$ cat src/rtl/operand_loader.sv
// Double-buffered operand feeder: nibbles fill a shadow set, which is moved to the
// active set a..e and held stable for HOLD_CYCLES while the next frame fills.
module operand_loader #(
  parameter int WIDTH       = 4,
  parameter int NUM_OPS     = 5,
  parameter int HOLD_CYCLES = 5
) (
  input  logic             clock,
  input  logic             reset_n,
  input  logic             flush,
  input  logic             in_valid,
  input  logic [WIDTH-1:0] in_data,
  output logic             in_ready,
  output logic [WIDTH-1:0] a,
  output logic [WIDTH-1:0] b,
  output logic [WIDTH-1:0] c,
  output logic [WIDTH-1:0] d,
  output logic [WIDTH-1:0] e,
  output logic             issue,
  output logic             busy,
  output logic [7:0]       frame_count
);

  localparam int IW = (NUM_OPS > 1) ? $clog2(NUM_OPS) : 1;
  localparam int HW = $clog2(HOLD_CYCLES + 1);

  typedef enum logic {
    ST_IDLE,
    ST_HOLD
  } state_e;

  state_e           state_q, state_d;
  logic [WIDTH-1:0] shadow_q [NUM_OPS];
  logic [WIDTH-1:0] shadow_d [NUM_OPS];
  logic [WIDTH-1:0] active_q [NUM_OPS];
  logic [WIDTH-1:0] active_d [NUM_OPS];
  logic [IW-1:0]    fill_idx_q, fill_idx_d;
  logic             shadow_full_q, shadow_full_d;
  logic [HW-1:0]    hold_q, hold_d;
  logic             issue_q, issue_d;
  logic [7:0]       frame_count_q, frame_count_d;

  logic accept;
  logic transfer;

  // in_ready depends on registered state only
  assign in_ready = !shadow_full_q;
  assign accept   = in_valid && in_ready && !flush;
  assign transfer = shadow_full_q && ((state_q == ST_IDLE) || (hold_q == '0));

  always_ff @(posedge clock or negedge reset_n) begin
    if (!reset_n) begin
      state_q       <= ST_IDLE;
      shadow_q      <= '{default: '0};
      active_q      <= '{default: '0};
      fill_idx_q    <= '0;
      shadow_full_q <= 1'b0;
      hold_q        <= '0;
      issue_q       <= 1'b0;
      frame_count_q <= '0;
    end else begin
      state_q       <= state_d;
      shadow_q      <= shadow_d;
      active_q      <= active_d;
      fill_idx_q    <= fill_idx_d;
      shadow_full_q <= shadow_full_d;
      hold_q        <= hold_d;
      issue_q       <= issue_d;
      frame_count_q <= frame_count_d;
    end
  end

  // Shadow fill side
  always_comb begin
    shadow_d      = shadow_q;
    fill_idx_d    = fill_idx_q;
    shadow_full_d = shadow_full_q;
    if (accept) begin
      shadow_d[fill_idx_q] = in_data;
      if (fill_idx_q == IW'(NUM_OPS - 1)) begin
        fill_idx_d    = '0;
        shadow_full_d = 1'b1;
      end else begin
        fill_idx_d = fill_idx_q + 1'b1;
      end
    end
    if (transfer) begin
      shadow_full_d = 1'b0;
    end
    // flush after transfer: a coinciding transfer still captures the full shadow
    if (flush) begin
      fill_idx_d    = '0;
      shadow_full_d = 1'b0;
    end
  end

  // Hold FSM next state
  always_comb begin
    state_d       = state_q;
    active_d      = active_q;
    hold_d        = hold_q;
    issue_d       = 1'b0;
    frame_count_d = frame_count_q;
    if (transfer) begin
      state_d       = ST_HOLD;
      active_d      = shadow_q;
      hold_d        = HW'(HOLD_CYCLES - 1);
      issue_d       = 1'b1;
      frame_count_d = frame_count_q + 8'd1;
    end else if (state_q == ST_HOLD) begin
      if (hold_q == '0) begin
        state_d = ST_IDLE;
      end else begin
        hold_d = hold_q - 1'b1;
      end
    end
  end

  // Outputs
  always_comb begin
    busy        = (state_q == ST_HOLD);
    issue       = issue_q;
    frame_count = frame_count_q;
    a           = active_q[0];
    b           = active_q[1];
    c           = active_q[2];
    d           = active_q[3];
    e           = active_q[4];
  end

endmodule

$ cat config.mk
export PLATFORM = sky130hd
export DESIGN_NAME = operand_loader
export DESIGN_NICKNAME = d
export VERILOG_FILES = /design/src/rtl/operand_loader.sv
export SDC_FILE = /design/constraint.sdc
export NUM_CORES = 1
export LEC_CHECK = 0
export BUFFER_PORTS_ARGS = -buffer_cell sky130_fd_sc_hd__buf_2
export CORE_ASPECT_RATIO = 1.4
export CORE_MARGIN = 1.5
export CORE_UTILIZATION = 30
export CTS_CLUSTER_DIAMETER = 200
export DETAILED_ROUTE_END_ITERATION = 12
export HOLD_SLACK_MARGIN = 0.15
export PLACE_DENSITY_LB_ADDON = 0.3
export SYNTH_ARGS = -nofsm -noshare
export SYNTH_HDL_FRONTEND = slang
export SYNTH_SLANG_ARGS = --single-unit
$ cat constraint.sdc
create_clock -name clock -period 5.25 [get_ports clock]
set_input_delay 0.2625 -clock clock [delete_from_list [all_inputs] [get_ports clock]]
set_output_delay 0.2625 -clock clock [all_outputs]
set_load 0.02 [all_outputs]
* Word-level counts from Yosys, hierarchy flattened
Cells that the tools add are included.
Word-level totals: bits of input ports 8, memories 0, bits in latches 0, register bits 57, RAM bits 0, word-level logic and storage cells 56, memory bits (read-only) 0
Operators by class: add/sub/neg operators 3, divide/modulo/power cells 0, multiplexer cells 17, shifts and indexed selects 0, eq/ne operators 2, reductions and logical operators 14, $lt $le $gt $ge 2, bitwise operators 2, multiply operators 0
Operator list (count):
- 20-bit bitwise mux | 1
- 3-bit two-way mux | 6
- 4-bit demux with 3-bit select | 1
- 8-bit by 1-bit adder with 8-bit output, second input constant | 1
- 1-bit two-way mux | 8
- 3-bit nonzero test | 2
- 4-bit greater-or-equal comparator, second input constant | 1
- 1-bit logical AND | 4
- 4-bit by 1-bit less-than comparator with 1-bit output, second input constant | 1
- 4-bit two-way mux | 1
- 3-bit NOT with 4-bit output | 1
- 2-bit AND reduction | 2
- 2-bit nonzero test | 2
- 3-bit by 1-bit adder with 3-bit output, second input constant | 1
- 3-bit == test, second input constant | 1
- 3-bit zero test | 1
- 3-bit by 1-bit subtractor with 3-bit output, second input constant | 1
- 1-bit zero test | 2
- 2-bit != test, second input constant | 1
- 1-bit logical OR | 1
- 1-bit NOT | 1

* Longest topological paths before layout
Gate-level depths: netlist of run 1.
depth after elaboration 6, gate-level depth with buffers 7, mapped depth without buffers 5

* Least setup slack after synthesis of run 1
OpenSTA, ideal clock, no wires.
kind register to register, start register hold_q[0], end register active_q (netlist bit a[3]), data required time 5125 ps, cell stages (with the launch flop) 8, slack 3602 ps, arrival 1523 ps, clock period less this slack 1648 ps, path through dfrtp_1 inv_1 ha_1 nand2b_1 buf_4 a21oi_4 buf_6 mux2_2
On the way: word-level cells in the longest chain between the ends 3
RTL lines:
- start: declaration | RTL line 39 | logic [HW-1:0] hold_q, hold_d;
- start signal: assignment | RTL line 67 | hold_q <= hold_d;
- 3-bit zero test | RTL line 49 | assign transfer = shadow_full_q && ((state_q == ST_IDLE) || (hold_q == '0));
- 1-bit logical OR | RTL line 49
- 1-bit logical AND | RTL line 49
- end signal: assignment | RTL line 64 | active_q <= active_d;
- end: declaration | RTL line 35 | logic [WIDTH-1:0] active_q [NUM_OPS];
Every way passes these cells. A chain may end at the register's enable or synchronous reset.

* Final worst setup path of run 1
Same ends and word-level chain as after synthesis.

==> results.md, run 1 <==
- Run status: complete, no violations
- Fin Clk Skew: 0.0110 ns
- Drc violations: 0
- Leak pwr: 1.51 nW
- Initial antenna violation count: 0
- Crit-path cells: inv_1 > ha_1 > nand2b_1 > a21oi_4 > mux2_2
- Sw Share: 23.8%
- Dpl cells: 302
- Minimum clock period: 2.17 ns
- Global Route Usage Sum: 12.1%
- Startpoint class of the critical path: register
- Syn. warnings: 0
- Distinct cell type count after synthesis: 26
- Top-area cell type share of the netlist area: 60.0%
- Core area: 7700 um^2
- Clock tree root driver cell: clkbuf_8
- Die Area: 8470 um^2
- Syn avg cell area: 14.1 um^2
- Global-route wire length before repair: 7.64 mm
- Critical path peak fanout: 23
- FFs w/ async S/R, synth: 100%
- Seq/Total Area, Yosys: 60.0%
- Post-CTS Resized: 0
- Post-Syn Nets: 181
- Number of synthesized flops with an enable pin: 0
- P_sw: 267 uW
- Pwr dens: 387 nW/um^2
- Number of buffers created by CTS: 9
- Drt total wl: 4.53 mm
- Ys flop type: dfrtp_1
- Clk Latency, worst-skew pair: 0.33 ns
- Max Fclk: 0.460 GHz
- Largest cells by area after synthesis: dfrtp_1 (60%), mux2_2 (19%), ha_1 (2.6%), xor2_1 (2.6%), a211oi_1 (1.9%)
- Largest net degree at the start of global routing: 58
- CTS tree: done
- Initial Util: 30.8%
- CTS Sinks: 57
- Max Cap Viol: 0
- Via-to-Cell Ratio: 4.58
- Count leader, synth: dfrtp_1
- Fin. max-slew vios: 0
- Share of the clock period used by the worst path: 41.4%
- Internal cell power: 858 uW
- Critical path class: reg2reg
- Worst slew pin tran: 0.774 ns
- Number of I/O port buffers: 38
- NumNets Final: 227
- Final hold vios: 0
- HP Class: in2reg
- Crit path required time: 5.46 ns
- Clock Power Share: 42.1%
- Peak supply drop: 0.150 mV
- Clock slew at reported path FFs: 0.06 ns
- Crit-path leading delay family: compound AO/OA/AOI/OAI gates
- Io pins: 39
- Post-synth top area cell: dfrtp_1
- Die Y: 108 um
- Layout Cells excl Fill: 319
- Htree depth: 3
- Mapped cell area: 2380 um^2
- Area Growth Syn to Fin: 22.3%
- Setup TNS: 0 ns
- Grt total ovfl: 0
- Seq pwr share: 46.2%
- CP peak stage delay: 0.72 ns
- Arr. time, crit path: 2.38 ns
- Worst relative slew slack: 48.3%
- Post-Synthesis Cells: 168
- Fraction of layout cells with a size suffix above 1: 46.1%
- Die width: 78.2 um
- CP max-delay cell: a21oi_4
- GP Congestion: 0.788
- Diode count: 0
- CTS Buffer Depth: 2
- Critical path capture point type: register
- Wirelength per Cell: 14.2 um
- Final HPWL DP: 3.11 mm
- Unrepaired setup endpoints after global routing: false
- Yosys reg bits: 57
- Initial drt markers: 48
- # setup viols final: 0
- Row count: 38
- Crit path buf inv count: 1
- ANT nets after route: 0
- Post-synth top cells: dfrtp_1 (57), mux2_2 (41), nand2_1 (10)
- Part of the power in combinational logic: 11.7%
- DRT Pass-1 Iters: 4
- Routed vias: 1460
- Vias in the first global route: 1513
## power by group through the flow
stage,registers (mW),logic (mW),clock network (mW)
2_1_floorplan,0.527,0.0953,0
3_3_place_gp,0.526,0.130,0
3_5_place_dp,0.529,0.133,0
4_1_cts,0.520,0.134,0.488
5_1_grt,0.526,0.151,0.507
6_report,0.520,0.131,0.474
## kinds of logic (layout without fill, tap and decap cells)
group	count (synthesis)	after routing	synth area share (%)
buffers and inverters	12	63	2.84
AOI/OAI and AO/OA	16	16	5.11
muxes	43	43	20.3
xor gates and xnor gates	7	7	2.58
adders and majority gates	5	5	2.63
DFF	57	57	60.0
and+or+nand+nor	28	28	6.53
## layout make-up
class / count / area [um^2]
Multi-Input combinational cell: 99 / 882
Clock buffer: 12 / 165
Inverter: 7 / 26.3
Timing Repair Buffer: 40 / 208
Fill cell: 779 / 4800
Tap cell: 100 / 125
Clock inverter: 4 / 73.8
Sequential cell: 57 / 1430
## flip-flops by register name (all words and copies together) (netlist names)
| name | cells |
|---|---|
| shadow_q | 20 |
| frame_count | 8 |
| a | 4 |
| b | 4 |
| c | 4 |
| d | 4 |
| e | 4 |
| fill_idx_q | 3 |
| hold_q | 3 |
| busy | 1 |
| issue | 1 |
| shadow_full_q | 1 |
## path summary, 6_finish.rpt
check	start	endpoint	slack (ns)	cells past startpoint
worst max register to register	hold_q[0]	a[3]	3.08	5
max in group asynchronous	reset_n	d[3]	4.15	3
worst min-delay path	flush	fill_idx_q[2]	0.18	2
worst max-delay path	hold_q[0]	a[3]	3.08	5
worst min register to register	frame_count[7]	frame_count[7]	0.47	1
min in group asynchronous	reset_n	fill_idx_q[2]	0.61	3
## layer usage
metal	track usage (%)	wire, um	vias to the layer above
li1	-	-	681
met1	15.3	2070	736
met2	18.9	2180	36
met3	2.62	183	7
met4	7.65	95	0
met5	0	0	-
## per-stage QoR
step                setup slack (ns)  power [mW]  utilization, %  area, um^2  hold slack, ns
detailed placement              3.05       0.661            34.5        2660           0.454
finish                          3.08        1.13            37.7        2910           0.180
global route                    2.87        1.18            37.7        2910           0.197
global placement                3.10       0.656            34.5        2660           0.455
CTS                             3.05        1.14            37.7        2910           0.171
floorplan                       3.60       0.622               -        2380         -0.0331
## placed cells by master (no fill, tap or decap), drive strengths merged
cell type    count
clkinv           2
a21oi            6
mux2            41
nand3            6
mux2i            2
xor2             7
nor2             2
a2111oi          1
bufinv           2
dlygate4sd3      1
nand4            2
nor3             1
nand2           10
a21o             2
dfrtp           57
nand4b           2
nand2b           2
ha               5
o21ai            1
or2              1
nor3b            2
a211oi           6
inv              7
buf             39
clkbuf          12
## repair_timing
action | 4_1_cts | 5_1_grt
endpoints found under the hold margin | 57 | 0
hold buffers | 1 | 0
setup buffers | 0 | 0
Note: power is estimated with default switching activity, not from simulation.
==> run 2, diff against run 1 <==
==> constraint.sdc (replaced) <==
create_clock -name clock -period 2 [get_ports clock]
set_input_delay 0.1 -clock clock [delete_from_list [all_inputs] [get_ports clock]]
set_output_delay 0.1 -clock clock [all_outputs]
set_load 0.02 [all_outputs]
==> run 2 against run 1 <==
Register-to-register slack worse by 2.7 ns. Clock skew down 0.0058 ns. Die area stayed put. Global-route usage rose by 0.17 points. Largest cell class unchanged. Highest routed layer unchanged. Via count rose by 3.4%.
==> results.md, run 2 (synthesis results as in run 1) <==
- Register with the most flip-flops: shadow_q
- Die Y: 108 um
- Critical path capture point type: register
- DRT Pass-1 Iters: 6
- GRT met3 Usage: 4.89%
- Leak pwr: 1.52 nW
- Via-to-Cell Ratio: 4.59
- Minimum clock period: 1.65 ns
- Setup TNS: 0 ns
- Met1 Usage GRT: 15.3%
- CP peak stage delay: 0.49 ns
- Critical path peak fanout: 8
- Fraction of layout cells with a size suffix above 1: 45.4%
- Pwr dens: 918 nW/um^2
- Htree depth: 3
- Final HPWL DP: 3.21 mm
- HP Class: in2async
- Seq pwr share: 50.2%
- WP depth: 3
- Initial Util: 30.8%
- GP Congestion: 0.695
- Peak supply drop: 0.330 mV
- Clock slew at reported path FFs: 0.06 ns
- Final hold vios: 0
- Fin. max-slew vios: 0
- Max reg flops: 20
- Worst slew pin tran: 0.368 ns
- Die Area: 8470 um^2
- Post-CTS Resized: 0
- Initial antenna violation count: 0
- Global-route wire length before repair: 7.66 mm
- Number of buffers created by CTS: 9
- Sw Share: 26.8%
- Unrepaired setup endpoints after global routing: false
- Most common cell after layout, fill and taps aside: dfrtp_1
- Share of the clock period used by the worst path: 82.6%
- Startpoint class of the critical path: register
- Worst r2r src: shadow_full_q
- Reg2Reg Depth: 3
- FF-to-FF End: shadow_q[9]
- CTS tree: done
- Clk Latency, worst-skew pair: 0.33 ns
- Io pins: 39
- Worst relative slew slack: 75.3%
- GR peak layer: met2
- Max Fclk: 0.605 GHz
- Diode count: 0
- Max Cap Viol: 0
- Wirelength per Cell: 13.9 um
- PnR Total Power: 2.71 mW
- CP Capture Point: shadow_q[9]
- # setup viols final: 0
- Crit-path cells: nor3b_4 > nand4b_1 > mux2_2
- ANT nets after route: 0
- Arr. time, crit path: 1.87 ns
- Vias in the first global route: 1526
- Most frequent cells in the layout: dfrtp_1 (57), mux2_2 (41), buf_2 (38), clkbuf_8 (11), nand2_1 (10)
- NumNets Final: 237
- Internal cell power: 1.99 mW
- Row count: 38
- Worst Setup SP: shadow_full_q
- Routed vias: 1510
- M2 GR Usage: 18.2%
- Drt total wl: 4.56 mm
- CTS Buffer Depth: 2
- Initial drt markers: 98
- Drc violations: 0
- Part of the power in combinational logic: 13.9%
- Crit path buf inv count: 0
- Run status: complete, no violations
- Fin util: 38.3%
- Grt total ovfl: 0
- Fin Clk Skew: 0.00526 ns
- Core area: 7700 um^2
- Critical path class: reg2reg
- Area Growth Syn to Fin: 24.3%
- Crit-path leading delay family: simple AND/OR/NAND/NOR gates
- Global Route Usage Sum: 12.3%
- CTS Sinks: 57
- Crit path required time: 2.22 ns
- Clock Power Share: 36.0%
- Flop2flop setup slack: 0.35 ns
- Number of I/O port buffers: 38
- Largest net degree at the start of global routing: 58
- P_sw: 725 uW
- CP max-delay cell: dfrtp_1
- Die width: 78.2 um
- Clock tree root driver cell: clkbuf_8
## run 2: cell count changes in the layout (fill, tap and decap cells not counted)
cell           delta
clkbuf_1          +1
dlygate4sd3_1     +6
clkbuf_8          -1
bufinv_16         -2
buf_12            +1
clkinv_4          -1
clkinvlp_4        +3
buf_4             +3
## run 2: worst min path at each step
stage	endpoint	slack (ns)	depth (start not counted)
after floorplan	a[0]	-0.20	0
after global placement	fill_idx_q[2]	0.13	2
after detailed placement	shadow_full_q	0.13	2
after CTS	fill_idx_q[0]	0.30	3
after global routing	fill_idx_q[2]	0.32	3
final	fill_idx_q[2]	0.28	3
## run 2: stage by stage
stage          setup WS (ns)  std cells  instance area, um^2  hold slack, ns
3_5_place_dp           0.336        306                 2700           0.131
2_1_floorplan          0.352        168                 2380          -0.196
4_1_cts                0.332        329                 2950           0.302
3_3_place_gp           0.341        306                 2700           0.128
5_1_grt                0.248        329                 2950           0.323
6_report               0.347        329                 2950           0.284
## run 2: power groups by stage
stage	clock, mW	sequential, mW	combinational (mW)
2_1_floorplan	0	1.38	0.250
3_5_place_dp	0	1.38	0.373
3_3_place_gp	0	1.38	0.367
5_1_grt	1.06	1.38	0.429
4_1_cts	1.01	1.36	0.386
6_report	0.975	1.36	0.376
## run 2: layout make-up
| class | instances | area, um^2 |
|---|---|---|
| Tap cell | 100 | 125 |
| Multi-Input combinational cell | 99 | 882 |
| Inverter | 7 | 26.3 |
| Clock inverter | 4 | 27.5 |
| Sequential cell | 57 | 1430 |
| Clock buffer | 12 | 155 |
| Timing Repair Buffer | 50 | 310 |
| Fill cell | 772 | 4750 |
## run 2: worst register-to-register path: stages, from the launching register on
cell	delay, ns
dfrtp_1	0.49
nor3b_4	0.31
nand4b_1	0.36
mux2_2	0.38
## run 2: layer usage
metal / part of all wire [%] / wire (um)
met5: 0 / 0
met4: 3.0 / 138
met3: 4.6 / 211
met2: 47 / 2140
met1: 45 / 2070
## run 2: timing repair
item | in CTS | in global routing
endpoints found under the setup margin | 0 | 0
buffers inserted | 0 | 0
hold endpoints to repair | 81 | 0
hold buffers | 7 | 0
